[src/rtl/rgmii_rx_frame_parser_if.sv]
// Receive-side bus of rgmii_rx_frame_parser: RGMII byte/qualifier inputs,
// payload stream with start/end markers, per-frame status and frame counters.
interface rgmii_rx_frame_parser_if #(
  parameter int CNT_W = 16
);
  logic [7:0]       rxDataIn;
  logic             rxDvIn;
  logic             rxErIn;
  logic [7:0]       dataOut;
  logic             validOut;
  logic             sofOut;
  logic             eofOut;
  logic             fcsErrOut;
  logic             runtErrOut;
  logic             giantErrOut;
  logic             phyErrOut;
  logic [CNT_W-1:0] goodCntOut;
  logic [CNT_W-1:0] badCntOut;

  modport master (
    output rxDataIn, rxDvIn, rxErIn,
    input  dataOut, validOut, sofOut, eofOut,
    input  fcsErrOut, runtErrOut, giantErrOut, phyErrOut,
    input  goodCntOut, badCntOut
  );

  modport slave (
    input  rxDataIn, rxDvIn, rxErIn,
    output dataOut, validOut, sofOut, eofOut,
    output fcsErrOut, runtErrOut, giantErrOut, phyErrOut,
    output goodCntOut, badCntOut
  );
endinterface

[src/rtl/rgmii_rx_frame_parser.sv]
// RGMII receive framer: strips preamble/SFD, withholds FCS, length/PHY checks, CRC-32 when RX_FCS_CHECK_EN.
// Latency: byte sampled on edge n is on dataOut after edge n+5; eof after the edge that sees rxDvIn=0.
// Backpressure: none; at most one byte per clock, no gaps inside a frame.
module rgmii_rx_frame_parser #(
  parameter int MIN_FRAME = 64,
  parameter int MAX_FRAME = 1518,
  parameter int CNT_W     = 16
) (
  input logic                    rxClkIn,
  input logic                    rstIn,
  rgmii_rx_frame_parser_if.slave bus
);

  localparam logic [7:0]       PRE_BYTE = 8'h55;
  localparam logic [7:0]       SFD_BYTE = 8'hD5;
  localparam logic [10:0]      MIN_LEN  = 11'(MIN_FRAME);
  localparam logic [10:0]      MAX_LEN  = 11'(MAX_FRAME);
  localparam logic [10:0]      LEN_SAT  = 11'h7FF;
  localparam logic [CNT_W-1:0] CNT_SAT  = '1;

  typedef enum logic [1:0] {IDLE, PREAMBLE, PAYLOAD, DISCARD} state_t;

  state_t           state;
  state_t           stateNext;

  logic [7:0]       rxData;
  logic             rxDv;
  logic             rxEr;

  logic [7:0]       dly [5];
  logic [2:0]       fill;
  logic [10:0]      lenCnt;
  logic             emitted;
  logic             phyErr;
  logic             crcBad;

  logic             lineFull;
  logic             payByte;
  logic             startFrame;

  logic [7:0]       dataNext;
  logic             validNext;
  logic             sofNext;
  logic             eofNext;
  logic             fcsNext;
  logic             runtNext;
  logic             giantNext;
  logic             phyNext;
  logic             goodInc;
  logic             badInc;

  logic [7:0]       dataQ;
  logic             validQ;
  logic             sofQ;
  logic             eofQ;
  logic             fcsQ;
  logic             runtQ;
  logic             giantQ;
  logic             phyQ;
  logic [CNT_W-1:0] goodCnt;
  logic [CNT_W-1:0] badCnt;

  assign rxData     = bus.rxDataIn;
  assign rxDv       = bus.rxDvIn;
  assign rxEr       = bus.rxErIn;

  assign lineFull   = (fill == 3'd5);
  assign payByte    = (state == PAYLOAD) && rxDv;
  assign startFrame = rxDv && (rxData == SFD_BYTE) &&
                      ((state == IDLE) || (state == PREAMBLE));

  always_ff @(posedge rxClkIn) begin
    if (rstIn) begin
      state <= IDLE;
    end else begin
      state <= stateNext;
    end
  end

  always_comb begin
    stateNext = state;
    case (state)
      IDLE: begin
        if (rxDv) begin
          if (rxData == PRE_BYTE)      stateNext = PREAMBLE;
          else if (rxData == SFD_BYTE) stateNext = PAYLOAD;
          else                         stateNext = DISCARD;
        end
      end
      PREAMBLE: begin
        if (!rxDv)                   stateNext = IDLE;
        else if (rxData == SFD_BYTE) stateNext = PAYLOAD;
        else if (rxData != PRE_BYTE) stateNext = DISCARD;
      end
      PAYLOAD: begin
        if (!rxDv) stateNext = IDLE;
      end
      DISCARD: begin
        if (!rxDv) stateNext = IDLE;
      end
      default: stateNext = IDLE;
    endcase
  end

  // The oldest slot of a full line is the last payload byte once rxDvIn drops;
  // the four younger slots hold the FCS and are simply abandoned.
  always_comb begin
    dataNext  = '0;
    validNext = 1'b0;
    sofNext   = 1'b0;
    eofNext   = 1'b0;
    fcsNext   = 1'b0;
    runtNext  = 1'b0;
    giantNext = 1'b0;
    phyNext   = 1'b0;
    goodInc   = 1'b0;
    badInc    = 1'b0;
    case (state)
      PAYLOAD: begin
        if (rxDv) begin
          if (lineFull) begin
            validNext = 1'b1;
            sofNext   = !emitted;
            dataNext  = dly[4];
          end
        end else begin
          eofNext   = 1'b1;
          validNext = lineFull;
          sofNext   = lineFull && !emitted;
          dataNext  = lineFull ? dly[4] : 8'h00;
          runtNext  = (lenCnt < MIN_LEN);
          giantNext = (lenCnt > MAX_LEN);
          phyNext   = phyErr;
          fcsNext   = crcBad;
          goodInc   = !(runtNext || giantNext || phyNext || fcsNext);
          badInc    = !goodInc;
        end
      end
      DISCARD: begin
        badInc = !rxDv;
      end
      default: ;
    endcase
  end

  always_ff @(posedge rxClkIn) begin
    if (rstIn) begin
      for (int i = 0; i < 5; i++) dly[i] <= '0;
      fill    <= '0;
      lenCnt  <= '0;
      emitted <= 1'b0;
      phyErr  <= 1'b0;
    end else if (startFrame) begin
      fill    <= '0;
      lenCnt  <= '0;
      emitted <= 1'b0;
      phyErr  <= 1'b0;
    end else if (payByte) begin
      for (int i = 4; i > 0; i--) dly[i] <= dly[i-1];
      dly[0] <= rxData;
      if (!lineFull)         fill    <= fill + 3'd1;
      if (lenCnt != LEN_SAT) lenCnt  <= lenCnt + 11'd1;
      if (lineFull)          emitted <= 1'b1;
      if (rxEr)              phyErr  <= 1'b1;
    end
  end

`ifdef RX_FCS_CHECK_EN
  logic [31:0] crc;

  function automatic logic [31:0] crcByte(input logic [31:0] c, input logic [7:0] d);
    logic [31:0] r;
    r = c;
    for (int b = 0; b < 8; b++) begin
      if (r[0] ^ d[b]) r = (r >> 1) ^ 32'hEDB88320;
      else             r = r >> 1;
    end
    return r;
  endfunction

  // Running the CRC across the received FCS too leaves the fixed residue on a good frame.
  assign crcBad = (crc != 32'hDEBB20E3);

  always_ff @(posedge rxClkIn) begin
    if (rstIn || startFrame) begin
      crc <= 32'hFFFFFFFF;
    end else if (payByte) begin
      crc <= crcByte(crc, rxData);
    end
  end
`else
  assign crcBad = 1'b0;
`endif

  always_ff @(posedge rxClkIn) begin
    if (rstIn) begin
      dataQ   <= '0;
      validQ  <= 1'b0;
      sofQ    <= 1'b0;
      eofQ    <= 1'b0;
      fcsQ    <= 1'b0;
      runtQ   <= 1'b0;
      giantQ  <= 1'b0;
      phyQ    <= 1'b0;
      goodCnt <= '0;
      badCnt  <= '0;
    end else begin
      dataQ  <= dataNext;
      validQ <= validNext;
      sofQ   <= sofNext;
      eofQ   <= eofNext;
      fcsQ   <= fcsNext;
      runtQ  <= runtNext;
      giantQ <= giantNext;
      phyQ   <= phyNext;
      if (goodInc && (goodCnt != CNT_SAT)) goodCnt <= goodCnt + 1'b1;
      if (badInc  && (badCnt  != CNT_SAT)) badCnt  <= badCnt + 1'b1;
    end
  end

  assign bus.dataOut     = dataQ;
  assign bus.validOut    = validQ;
  assign bus.sofOut      = sofQ;
  assign bus.eofOut      = eofQ;
  assign bus.fcsErrOut   = fcsQ;
  assign bus.runtErrOut  = runtQ;
  assign bus.giantErrOut = giantQ;
  assign bus.phyErrOut   = phyQ;
  assign bus.goodCntOut  = goodCnt;
  assign bus.badCntOut   = badCnt;

endmodule

[src/flat_wrapper.sv]
// flat-port wrapper written by rule: the top's interface ports become plain ports
module rgmii_rx_frame_parser_flat 
#(
  parameter int MIN_FRAME = 64,
  parameter int MAX_FRAME = 1518,
  parameter int CNT_W     = 16
)
  (rxClkIn, rstIn, bus_rxDataIn, bus_rxDvIn, bus_rxErIn, bus_dataOut, bus_validOut, bus_sofOut, bus_eofOut, bus_fcsErrOut, bus_runtErrOut, bus_giantErrOut, bus_phyErrOut, bus_goodCntOut, bus_badCntOut);
  rgmii_rx_frame_parser_if #(.CNT_W(CNT_W)) bus_i ();
  input logic rxClkIn;
  input logic rstIn;
  input wire logic [$bits(bus_i.rxDataIn)-1:0] bus_rxDataIn;
  input wire logic [$bits(bus_i.rxDvIn)-1:0] bus_rxDvIn;
  input wire logic [$bits(bus_i.rxErIn)-1:0] bus_rxErIn;
  output wire logic [$bits(bus_i.dataOut)-1:0] bus_dataOut;
  output wire logic [$bits(bus_i.validOut)-1:0] bus_validOut;
  output wire logic [$bits(bus_i.sofOut)-1:0] bus_sofOut;
  output wire logic [$bits(bus_i.eofOut)-1:0] bus_eofOut;
  output wire logic [$bits(bus_i.fcsErrOut)-1:0] bus_fcsErrOut;
  output wire logic [$bits(bus_i.runtErrOut)-1:0] bus_runtErrOut;
  output wire logic [$bits(bus_i.giantErrOut)-1:0] bus_giantErrOut;
  output wire logic [$bits(bus_i.phyErrOut)-1:0] bus_phyErrOut;
  output wire logic [$bits(bus_i.goodCntOut)-1:0] bus_goodCntOut;
  output wire logic [$bits(bus_i.badCntOut)-1:0] bus_badCntOut;
  assign bus_i.rxDataIn = bus_rxDataIn;
  assign bus_i.rxDvIn = bus_rxDvIn;
  assign bus_i.rxErIn = bus_rxErIn;
  assign bus_dataOut = bus_i.dataOut;
  assign bus_validOut = bus_i.validOut;
  assign bus_sofOut = bus_i.sofOut;
  assign bus_eofOut = bus_i.eofOut;
  assign bus_fcsErrOut = bus_i.fcsErrOut;
  assign bus_runtErrOut = bus_i.runtErrOut;
  assign bus_giantErrOut = bus_i.giantErrOut;
  assign bus_phyErrOut = bus_i.phyErrOut;
  assign bus_goodCntOut = bus_i.goodCntOut;
  assign bus_badCntOut = bus_i.badCntOut;
  rgmii_rx_frame_parser #(.MIN_FRAME(MIN_FRAME), .MAX_FRAME(MAX_FRAME), .CNT_W(CNT_W)) u_core (.rxClkIn(rxClkIn), .rstIn(rstIn), .bus(bus_i));
endmodule
[config.mk]
export PLATFORM = sky130hd
export DESIGN_NAME = rgmii_rx_frame_parser_flat
export DESIGN_NICKNAME = d
export VERILOG_FILES = /design/src/rtl/rgmii_rx_frame_parser_if.sv /design/src/rtl/rgmii_rx_frame_parser.sv /design/src/flat_wrapper.sv
export SDC_FILE = /design/constraint.sdc
export NUM_CORES = 1
export LEC_CHECK = 0
export CORE_MARGIN = 2
export CORE_UTILIZATION = 58
export CTS_BUF_LIST = sky130_fd_sc_hd__clkbuf_4 sky130_fd_sc_hd__clkbuf_8 sky130_fd_sc_hd__clkbuf_16
export DETAILED_ROUTE_END_ITERATION = 16
export GPL_TIMING_DRIVEN = 1
export PLACE_DENSITY_LB_ADDON = 0.1
export SLEW_MARGIN = 20
export SYNTH_ARGS = -nofsm -noshare
export SYNTH_HDL_FRONTEND = slang
export SYNTH_SLANG_ARGS = --single-unit
[constraint.sdc]
create_clock -name rxClkIn -period 3.9 [get_ports rxClkIn]
set_input_delay 0.78 -clock rxClkIn [delete_from_list [all_inputs] [get_ports rxClkIn]]
set_output_delay 0.78 -clock rxClkIn [all_outputs]
set_load 0.01 [all_outputs]
==> results by group, run 1 <==
Run status
  – Status: finished clean

Power and ir drop
  – Pwr Total: about 0.0019 W
  – Peak supply drop: 236 uV
  – Power Dens Cells: 363 mW/mm^2
  – LEAKAGE: about 1.8 nW

Clock tree
  – Total setup buffers inserted after CTS: 0
  – # resized after CTS: 0
  – CTS Buf Count: 9
  – Root buffer cell: clkbuf_8
  – Clock buffer depth: 2
  – Clock Pin Slew Worst Setup and Hold Paths: around 0.1 ns
  – Clk sink count: roughly 100
  – Worst skew pair latency: between 0.3 and 0.4 ns
  – H-tree depth: 3
  – Hold-fix buffers, CTS: 0
  – CTS tree: built

Synth
  – Seq/Total Area, Yosys: between 50 and 60%
  – Synth warn: 0
  – Ys flop type: dfxtp_1
  – Netlist cell types: 45
  – Post-synthesis cell area: approximately 0.0043 mm^2
  – Asr flop ratio synth: 0%
  – Syn avg cell area: roughly 11 um^2
  – Post-synth EDFFs: 40
  – Yosys reg bits: 104
  – Mapped Cells: between 300 and 400
  – Net Count, Synth: 412

Timing
  – Slew of the pin with the lowest slew margin: 0.903 ns
  – Slew Limit Fails: 0
  – Clk_skew: between 0.008 and 0.009 ns
  – Final setup vio count: 0
  – Fin crit period: between 2 and 3 ns
  – Worst slew margin: between 30% and 40%
  – Post-Route Setup TNS: 0 ns
  – Tcrit/Tclk final: ~64%
  – Max Fclk: 400 MHz
  – RSZ-0062 raised after global routing: no
  – Final setup margin: approximately 1.4 ns
  – Hold Violations, Final: 0

Floorplan
  – Die Y: approximately 90 um
  – Row count: 31
  – Die width: around 90 um
  – Die ar.: between 0.008 and 0.009 mm^2
  – Initial core utilization: between 50% and 60%
  – Top-Level Pins: 59
  – Core box area: approximately 0.0072 mm^2

Routing
  – Drt via density: approximately 5.2
  – DRC: 0
  – Drt pass-1 iters: 4
  – Vias: about 2900
  – WL final: between 7000 and 8000 um
  – Antenna Nets Post-Route: 0
  – Routed length per placed instance: about 13 um
  – Initial drt markers: 180

Job
  – Max cap viols: 0

Finish
  – Proportion of layout cells with a drive suffix above 1: about 5.7%
  – Final cell count without fillers: roughly 550
  – Most frequent cells in the layout: dfxtp_1 (64), clkdlybuf4s50_1 (57), and2_1 (52)
  – N_diodes: 0
  – Commonest non-fill, non-tap cell in the layout: dfxtp_1
  – Final instance area: approximately 0.005 mm^2
  – Nets: between 400 and 500
  – P&R area growth vs syn: 19.5%

Setup path
  – Crit path max fanout: 14
  – Crit path largest cell delay: approximately 0.52 ns
  – CP delay by family, top: simple AND/OR/NAND/NOR gates
  – R2R Setup Slk: approximately 1.6 ns
  – CP bufs+invs: 1
  – Worst EP arrival: 2.80 ns
  – Crit. End Element: flop
  – Critical-path top delay cell: or4_1
  – Crit path cell chain: clkdlybuf4s50_1, nand2b_1, a41oi_4, nand2_2, or4_1, a21oi_1
  – Worst Path Required: between 4 and 5 ns
  – Type of origin of the critical path: input port
  – Crit Path Category: in -> reg

Placed design
  – Post-DP HPWL: around 5000 um
  – Dpl ws: 1.05 ns
  – Inst Count DP: approximately 540
  – Port Buffers: 57
  – Routability cong.: 0.809
  – DP Area: a little under 0.005 mm^2

Min path
  – HP Class: reg -> reg

Global routing
  – Vias in the first global route: approximately 2600
  – Initial antenna violation count: 0
  – GRT Util Overall: between 10% and 20%
  – First-pass GRT wire length: about 12000 um
  – GRT Residual Overflow: 0
  – Largest net degree at the start of global routing: 41
==> cell families after synthesis <==
group                      synth area share, %
other                                   0.0876
DFF                                       58.0
adders and majority gates                 1.75
and+or+nand+nor                           25.1
AOI/OAI and AO/OA                         5.61
buffers and inverters                     2.13
xor gates and xnor gates                  7.36
==> synth_stat cells (6+ instances only) <==
cell type  instances  share of area (%)
clkbuf_1           9               0.79
nand2_1           13                1.1
nand2b_1           6               0.88
nand4_1           13                1.9
nand3_1           12                1.4
ha_1               6                1.8
nor2_1            49                4.3
a21oi_1           11                1.3
and3_1            13                1.9
and2_1            52                7.6
edfxtp_1          40                 28
dfxtp_1           64                 30
inv_1              7               0.61
nor3_1            13                1.5
xnor2_1           17                3.5
xor2_1            19                3.9
==> registers in the layout, summed over array words and instances (netlist names) <==
register,flops
u_core.state,2
u_core.bus.giantErrOut,1
u_core.lenCnt,11
u_core.fill,3
u_core.phyErr,1
u_core.bus.badCntOut,16
u_core.bus.sofOut,1
u_core.bus.validOut,1
u_core.bus.eofOut,1
u_core.emitted,1
u_core.bus.dataOut,8
u_core.bus.phyErrOut,1
u_core.dly,40
u_core.bus.runtErrOut,1
u_core.bus.goodCntOut,16
==> layout make-up <==
| type | count | area [um^2] |
|---|---|---|
| timing repair buffer | 59 | 586 |
| sequential | 104 | 2480 |
| clock inverter | 6 | 52.6 |
| fill | 540 | 2090 |
| multi-input combinational | 268 | 1710 |
| inverter | 7 | 26.3 |
| tap | 99 | 124 |
| clock buffer | 10 | 138 |
==> worst paths after layout <==
path                                   from                                      to  cells after the start
min          u_core.dly[4][2]$_SDFFCE_PN0P_        u_core.bus.dataOut[2]$_SDFF_PP0_                      1
max                              bus_rxDvIn  u_core.bus.goodCntOut[13]$_SDFFE_PP0P_                      6
min reg2reg  u_core.dly[4][2]$_SDFFCE_PN0P_        u_core.bus.dataOut[2]$_SDFF_PP0_                      1
max reg2reg   u_core.lenCnt[1]$_SDFFE_PP0P_  u_core.bus.goodCntOut[13]$_SDFFE_PP0P_                      7
==> per-layer routing <==
| layer | GRT usage (%) | vias to the layer above | routed length (um) |
|---|---|---|---|
| li1 | - | 1481 | - |
| met1 | 25.2 | 1339 | 3440 |
| met2 | 28.3 | 68 | 3360 |
| met3 | 2.93 | 11 | 314 |
| met4 | 8.08 | 0 | 116 |
| met5 | 0 | - | 0 |
==> where the power goes <==
part / total (W) / internal [W] / leakage (nW) / switching, W
clock network: 0.000632 / 0.000258 / 0.0910 / 0.000374
logic: 0.0000641 / 0.0000253 / 0.798 / 0.0000388
registers: 0.00116 / 0.00115 / 0.934 / 0.00000929
==> per-stage QoR <==
step                      hold WS, ns  util [%]
after global routing            0.468      71.0
after CTS                       0.449      71.0
after detailed placement        0.425      68.3
final                           0.445      71.0
after floorplan                 0.398         -
after global placement          0.423      68.3
==> worst register-to-register path: stages, from the launching register on <==
cell	delay, ns
dfxtp_1	0.44
ha_1	0.18
nand4b_1	0.10
o31a_1	0.32
a21oi_4	0.37
nand2_2	0.16
or4_1	0.52
a21oi_1	0.15
Note: power is estimated with default switching activity, not from simulation.
==> run 2, diff against run 1 <==
--- a/config.mk
+++ b/config.mk
@@ -6,7 +6,7 @@
 export NUM_CORES = 1
 export LEC_CHECK = 0
 export CORE_MARGIN = 2
-export CORE_UTILIZATION = 58
+export CORE_UTILIZATION = 49
 export CTS_BUF_LIST = sky130_fd_sc_hd__clkbuf_4 sky130_fd_sc_hd__clkbuf_8 sky130_fd_sc_hd__clkbuf_16
 export DETAILED_ROUTE_END_ITERATION = 16
 export GPL_TIMING_DRIVEN = 1
==> constraint.sdc (replaced) <==
create_clock -name rxClkIn -period 2.02 [get_ports rxClkIn]
set_input_delay 0.404 -clock rxClkIn [delete_from_list [all_inputs] [get_ports rxClkIn]]
set_output_delay 0.404 -clock rxClkIn [all_outputs]
set_load 0.01 [all_outputs]
==> results by group, run 2 (synthesis gave the netlist of run 1 again) <==
Finish
  – Multi-input logic area: ~0.0018 mm^2
  – Commonest non-fill, non-tap cell in the layout: dfxtp_1
  – P&R area growth vs syn: 29.5%
  – Largest register FFs: 40
  – Most frequent cells in the layout: dfxtp_1 (61), clkdlybuf4s50_1 (57), and2_1 (52)
  – Final instance area: roughly 0.0055 mm^2
  – Nets: 504
  – Register area: about 0.0025 mm^2
  – Total of fill cells in the finished design: 676
  – Proportion of layout cells with a drive suffix above 1: between 10% and 20%
  – Largest Register: u_core.dly
  – N_diodes: 0

Routing
  – Drt via density: 5.15
  – Drt pass-1 iters: 4
  – WL final: approximately 7900 um
  – Antenna Nets Post-Route: 0
  – Vias: 3083
  – DRC: 0
  – Routed length per placed instance: about 13 um
  – Initial drt markers: slightly above 90

Global routing
  – Initial antenna violation count: 0
  – Vias in the first global route: a little under 3000
  – Largest net degree at the start of global routing: 40
  – Global Route met3 Usage: roughly 3.0%
  – GRT Residual Overflow: 0
  – GRT Util Overall: ~16%
  – GRT met1 Usage: between 10% and 20%
  – Global Route met2 Usage: 28.3%
  – Gr busiest metal: met2
  – First-pass GRT wire length: 12700 um

Floorplan
  – Row count: 34
  – Die ar.: about 0.0095 mm^2
  – Core box area: 0.00859 mm^2
  – Initial core utilization: about 50%
  – Top-Level Pins: slightly below 60
  – Die Y: ~100 um
  – Die width: ~97 um

Power and ir drop
  – Peak supply drop: 405 uV
  – LEAKAGE: approximately 2 nW
  – Power Dens Cells: 652 mW/mm^2

Setup path
  – Critical-path top delay cell: or4_1
  – CP delay by family, top: simple AND/OR/NAND/NOR gates
  – Type of origin of the critical path: flop
  – Crit path largest cell delay: ~0.5 ns
  – Crit Path Category: reg -> reg
  – Crit path max fanout: 4
  – Worst Path Required: about 2.3 ns
  – Worst EP arrival: between 2 and 2.5 ns
  – Crit path cell chain: ha_4, nand4b_1, o31a_1, buf_6, a21oi_4, nand2_2, or4_1, a21oi_1
  – CP bufs+invs: 1
  – Crit. End Element: flop

Clock tree
  – CTS Buf Count: 9
  – CTS tree: built
  – Clk sink count: between 100 and 150
  – Worst skew pair latency: ~0.35 ns
  – Root buffer cell: clkbuf_8
  – Clock buffer depth: 2
  – H-tree depth: 3
  – Clock Pin Slew Worst Setup and Hold Paths: about 0.10 ns

Timing
  – Clk_skew: about 0.010 ns
  – Max Fclk: 493 MHz
  – Slew Limit Fails: 0
  – Fin Hold WS: ~0.43 ns
  – Fin crit period: approximately 2 ns
  – Hold Violations, Final: 0
  – Worst slew margin: 60.2%
  – Final setup vio count: 1
  – Post-Route Setup TNS: -0.00794 ns
  – RSZ-0062 raised after global routing: yes
  – Slew of the pin with the lowest slew margin: 0.596 ns
  – Final setup margin: -0.00794 ns
  – Tcrit/Tclk final: 100%

Placed design
  – Post-DP HPWL: 5040 um
  – Routability cong.: 0.827
  – DP Area: approximately 0.0052 mm^2
  – Port Buffers: 57

Min path
  – HP Class: reg -> reg

Job
  – Max cap viols: 0

Run status
  – Violated checks: negative setup slack
  – Status: finished with violations
==> run 2: cell types whose count changed in the layout (fill, tap and decap cells not counted), moves of 2 or more <==
cell,before,now
dfxtp_1,64,61
nor4b_2,0,3
clkbuf_4,0,2
buf_4,2,34
dfxtp_2,0,2
nor4b_1,3,0
a32oi_4,0,2
buf_12,0,3
==> run 2: where the power goes <==
part           switching, W  internal (W)  leakage [nW]  total (W)
combinational     0.0000914     0.0000823         0.998   0.000174
clock              0.000711      0.000490        0.0888    0.00120
sequential        0.0000176       0.00223         0.936    0.00224
total              0.000820       0.00280          2.02    0.00362
==> run 2: through the flow <==
stage	util (%)	instances	total power (W)	setup WS (ns)
2_1_floorplan	-	394	0.00237	0.0699
3_3_place_gp	60.4	576	0.00245	-0.325
3_5_place_dp	60.4	576	0.00245	-0.361
4_1_cts	62.7	592	0.00363	-0.000761
5_1_grt	64.5	599	0.00375	-0.0699
6_report	64.5	599	0.00362	-0.00794
==> run 2: area by class of cell <==
type / count / area share, %
Sequential cell: 104 / 44.9
Multi-Input combinational cell: 269 / 32.8
Timing Repair Buffer: 95 / 16.2
Clock buffer: 11 / 2.50
Tap cell: 108 / 2.44
Clock inverter: 5 / 0.744
Inverter: 7 / 0.474
==> run 2: what timing repair did <==
item,CTS,global route
setup buffers,0,6
gates cloned,0,1
pin swaps,0,9
setup endpoints to repair,17,12
gates resized for setup,2,16
hold buffers,0,0
==> run 2: metal layers <==
layer	vias to the layer above	routed length [um]
met5	-	0
met4	0	93
met3	9	283
met2	50	3930
met1	1462	3570
li1	1562	-
==> run 2: final timing paths <==
| kind | start | endpoint | slack, ns | cells after the start |
|---|---|---|---|---|
| worst max-delay path | u_core.lenCnt[1]$_SDFFE_PP0P_ | u_core.bus.goodCntOut[15]$_SDFFE_PP0P_ | -0.008 | 8 |
| worst min-delay path | u_core.emitted$_SDFFE_PP0P_ | u_core.bus.sofOut$_SDFF_PP0_ | 0.43 | 1 |
| worst max register to register | u_core.lenCnt[1]$_SDFFE_PP0P_ | u_core.bus.goodCntOut[15]$_SDFFE_PP0P_ | -0.008 | 8 |
| worst min register to register | u_core.emitted$_SDFFE_PP0P_ | u_core.bus.sofOut$_SDFF_PP0_ | 0.43 | 1 |
==> run 3, diff against run 2 <==
--- a/config.mk
+++ b/config.mk
@@ -6,12 +6,13 @@
 export NUM_CORES = 1
 export LEC_CHECK = 0
 export CORE_MARGIN = 2
-export CORE_UTILIZATION = 49
+export CORE_UTILIZATION = 56
 export CTS_BUF_LIST = sky130_fd_sc_hd__clkbuf_4 sky130_fd_sc_hd__clkbuf_8 sky130_fd_sc_hd__clkbuf_16
 export DETAILED_ROUTE_END_ITERATION = 16
+export DONT_BUFFER_PORTS = 1
 export GPL_TIMING_DRIVEN = 1
 export PLACE_DENSITY_LB_ADDON = 0.1
-export SLEW_MARGIN = 20
+export SLEW_MARGIN = 10
 export SYNTH_ARGS = -nofsm -noshare
 export SYNTH_HDL_FRONTEND = slang
 export SYNTH_SLANG_ARGS = --single-unit
==> results by group, run 3 (synthesis gave the netlist of run 1 again) <==
Finish
  – Commonest non-fill, non-tap cell in the layout: dfxtp_1
  – N_diodes: 0
  – Nets: between 400 and 500
  – Largest Register: u_core.dly
  – Total of fill cells in the finished design: 574
  – Most frequent cells in the layout: dfxtp_1 (62), and2_1 (52), nor2_1 (48)
  – Largest register FFs: 40
  – Final core utilization: between 60% and 70%
  – Final cell count without fillers: about 520
  – Proportion of layout cells with a drive suffix above 1: a little over an eighth
  – Final instance area: between 0.004 and 0.005 mm^2
  – P&R area growth vs syn: 11.0%

Clock tree
  – CTS tree: built
  – CTS Buf Count: 9
  – Clock buffer depth: 2
  – Clk sink count: around 100
  – Worst skew pair latency: 0.36 ns
  – Hold-fix buffers, CTS: 0
  – H-tree depth: 3
  – Clock Pin Slew Worst Setup and Hold Paths: 0.09 ns
  – Root buffer cell: clkbuf_8

Setup path
  – Critical-path top delay cell: or4_4
  – Crit. End Element: flop
  – Worst Path Required: about 2.3 ns
  – Crit path cell chain: ha_4, nand4b_1, o31a_1, a21oi_4, nand2_2, or4_4, a21oi_2
  – Worst EP arrival: between 2 and 2.5 ns
  – CP bufs+invs: 0
  – CP delay by family, top: simple AND/OR/NAND/NOR gates
  – Crit path largest cell delay: around 0.53 ns
  – Type of origin of the critical path: flop
  – Crit path max fanout: 6
  – Crit Path Category: reg -> reg

Power and ir drop
  – Peak supply drop: between 400 and 500 uV
  – Comb pwr share: 2.9%
  – LEAKAGE: 1.73 nW
  – Sw Ratio: 22.0%
  – Pwr Total: roughly 0.0035 W
  – Internal Pwr Total: about 0.0027 W
  – Switching pwr: 0.000765 W
  – Sequential Power Share: about 65%
  – Clock Power Share: roughly 33%
  – Power Dens Cells: 731 mW/mm^2

Floorplan
  – Die width: just over 90 um
  – Top-Level Pins: slightly below 60
  – Die ar.: about 0.0084 mm^2
  – Core box area: approximately 0.0073 mm^2
  – Initial core utilization: about three fifths
  – Die Y: 91.5 um
  – Row count: 31

Routing
  – Drt via density: roughly 5.4
  – Drt pass-1 iters: 4
  – WL final: ~7300 um
  – Vias: between 2000 and 3000
  – Routed length per placed instance: 14.2 um
  – Antenna Nets Post-Route: 0
  – DRC: 0
  – Initial drt markers: 103

Run status
  – Status: finished clean

Global routing
  – GRT Util Overall: between 10% and 20%
  – Global Route met2 Usage: between 30% and 40%
  – Initial antenna violation count: 0
  – GRT met1 Usage: ~23%
  – Largest net degree at the start of global routing: 41
  – Vias in the first global route: between 2000 and 3000
  – First-pass GRT wire length: around 13000 um
  – Gr busiest metal: met2
  – Global Route met3 Usage: 6.47%
  – GRT Residual Overflow: 0

Timing
  – Worst slew margin: between 20% and 30%
  – RSZ-0062 raised after global routing: yes
  – Slew Limit Fails: 0
  – Max Fclk: ~510 MHz
  – Clk_skew: just over 0.005 ns
  – Final setup vio count: 0
  – Hold Violations, Final: 0
  – Slew of the pin with the lowest slew margin: 1.05 ns
  – Post-Route Setup TNS: 0 ns
  – Fin crit period: around 2 ns
  – Tcrit/Tclk final: 97.4%

Min path
  – HP Class: in -> reg

Job
  – Max cap viols: 0

Placed design
  – Routability cong.: between 0.8 and 0.9
  – Inst Count DP: just under 500
  – Port Buffers: 0
  – DP Area: 0.00451 mm^2
  – Post-DP HPWL: roughly 4800 um
-- run 3: through the flow --
step / setup slack [ns] / hold WS (ns)
finish: 0.0532 / 0.111
global placement: 0.149 / 0.413
global route: -0.0473 / 0.0850
CTS: 0.0231 / 0.0886
detailed placement: 0.0938 / 0.418
floorplan: 0.0699 / 0.398
-- run 3: power by group through the flow --
| stage | Combinational, W | Clock (W) | Sequential, W |
|---|---|---|---|
| after global routing | 0.000114 | 0.00125 | 0.00225 |
| after detailed placement | 0.0000971 | 0 | 0.00229 |
| final | 0.000102 | 0.00113 | 0.00224 |
| after floorplan | 0.0000785 | 0 | 0.00229 |
| after global placement | 0.0000945 | 0 | 0.00229 |
| after CTS | 0.0000980 | 0.00117 | 0.00225 |
-- run 3: per-layer routing --
metal,up-vias,wire (um)
li1,1402,-
met1,1325,3210
met2,53,3640
met3,6,422
met4,0,65
met5,-,0
-- run 3: layout make-up --
class                      instances  area [um^2]  share of cell area [%]
sequential                       104         2490                    52.4
clock inverter                     7         48.8                    1.03
clock buffer                       9          124                    2.61
timing repair buffer              21          183                    3.84
inverter                           7         26.3                   0.553
tap                               99          124                    2.61
multi-input combinational        268         1760                    37.0
-- run 3: path summary, 6_finish.rpt --
path,endpoint,cells past startpoint,slack (ns),startpoint
worst min-delay path,u_core.bus.badCntOut[9]$_SDFFE_PP0P_,1,0.11,rstIn
worst min register to register,u_core.bus.sofOut$_SDFF_PP0_,1,0.43,u_core.emitted$_SDFFE_PP0P_
worst max-delay path,u_core.bus.goodCntOut[13]$_SDFFE_PP0P_,7,0.05,u_core.lenCnt[1]$_SDFFE_PP0P_
worst max register to register,u_core.bus.goodCntOut[13]$_SDFFE_PP0P_,7,0.05,u_core.lenCnt[1]$_SDFFE_PP0P_
-- run 3: what timing repair did --
item / CTS / global route
setup buffers: 0 / 3
endpoints found under the setup margin: 1 / 7
resized for setup: 1 / 12
pin swaps: 0 / 6
gates cloned: 0 / 0
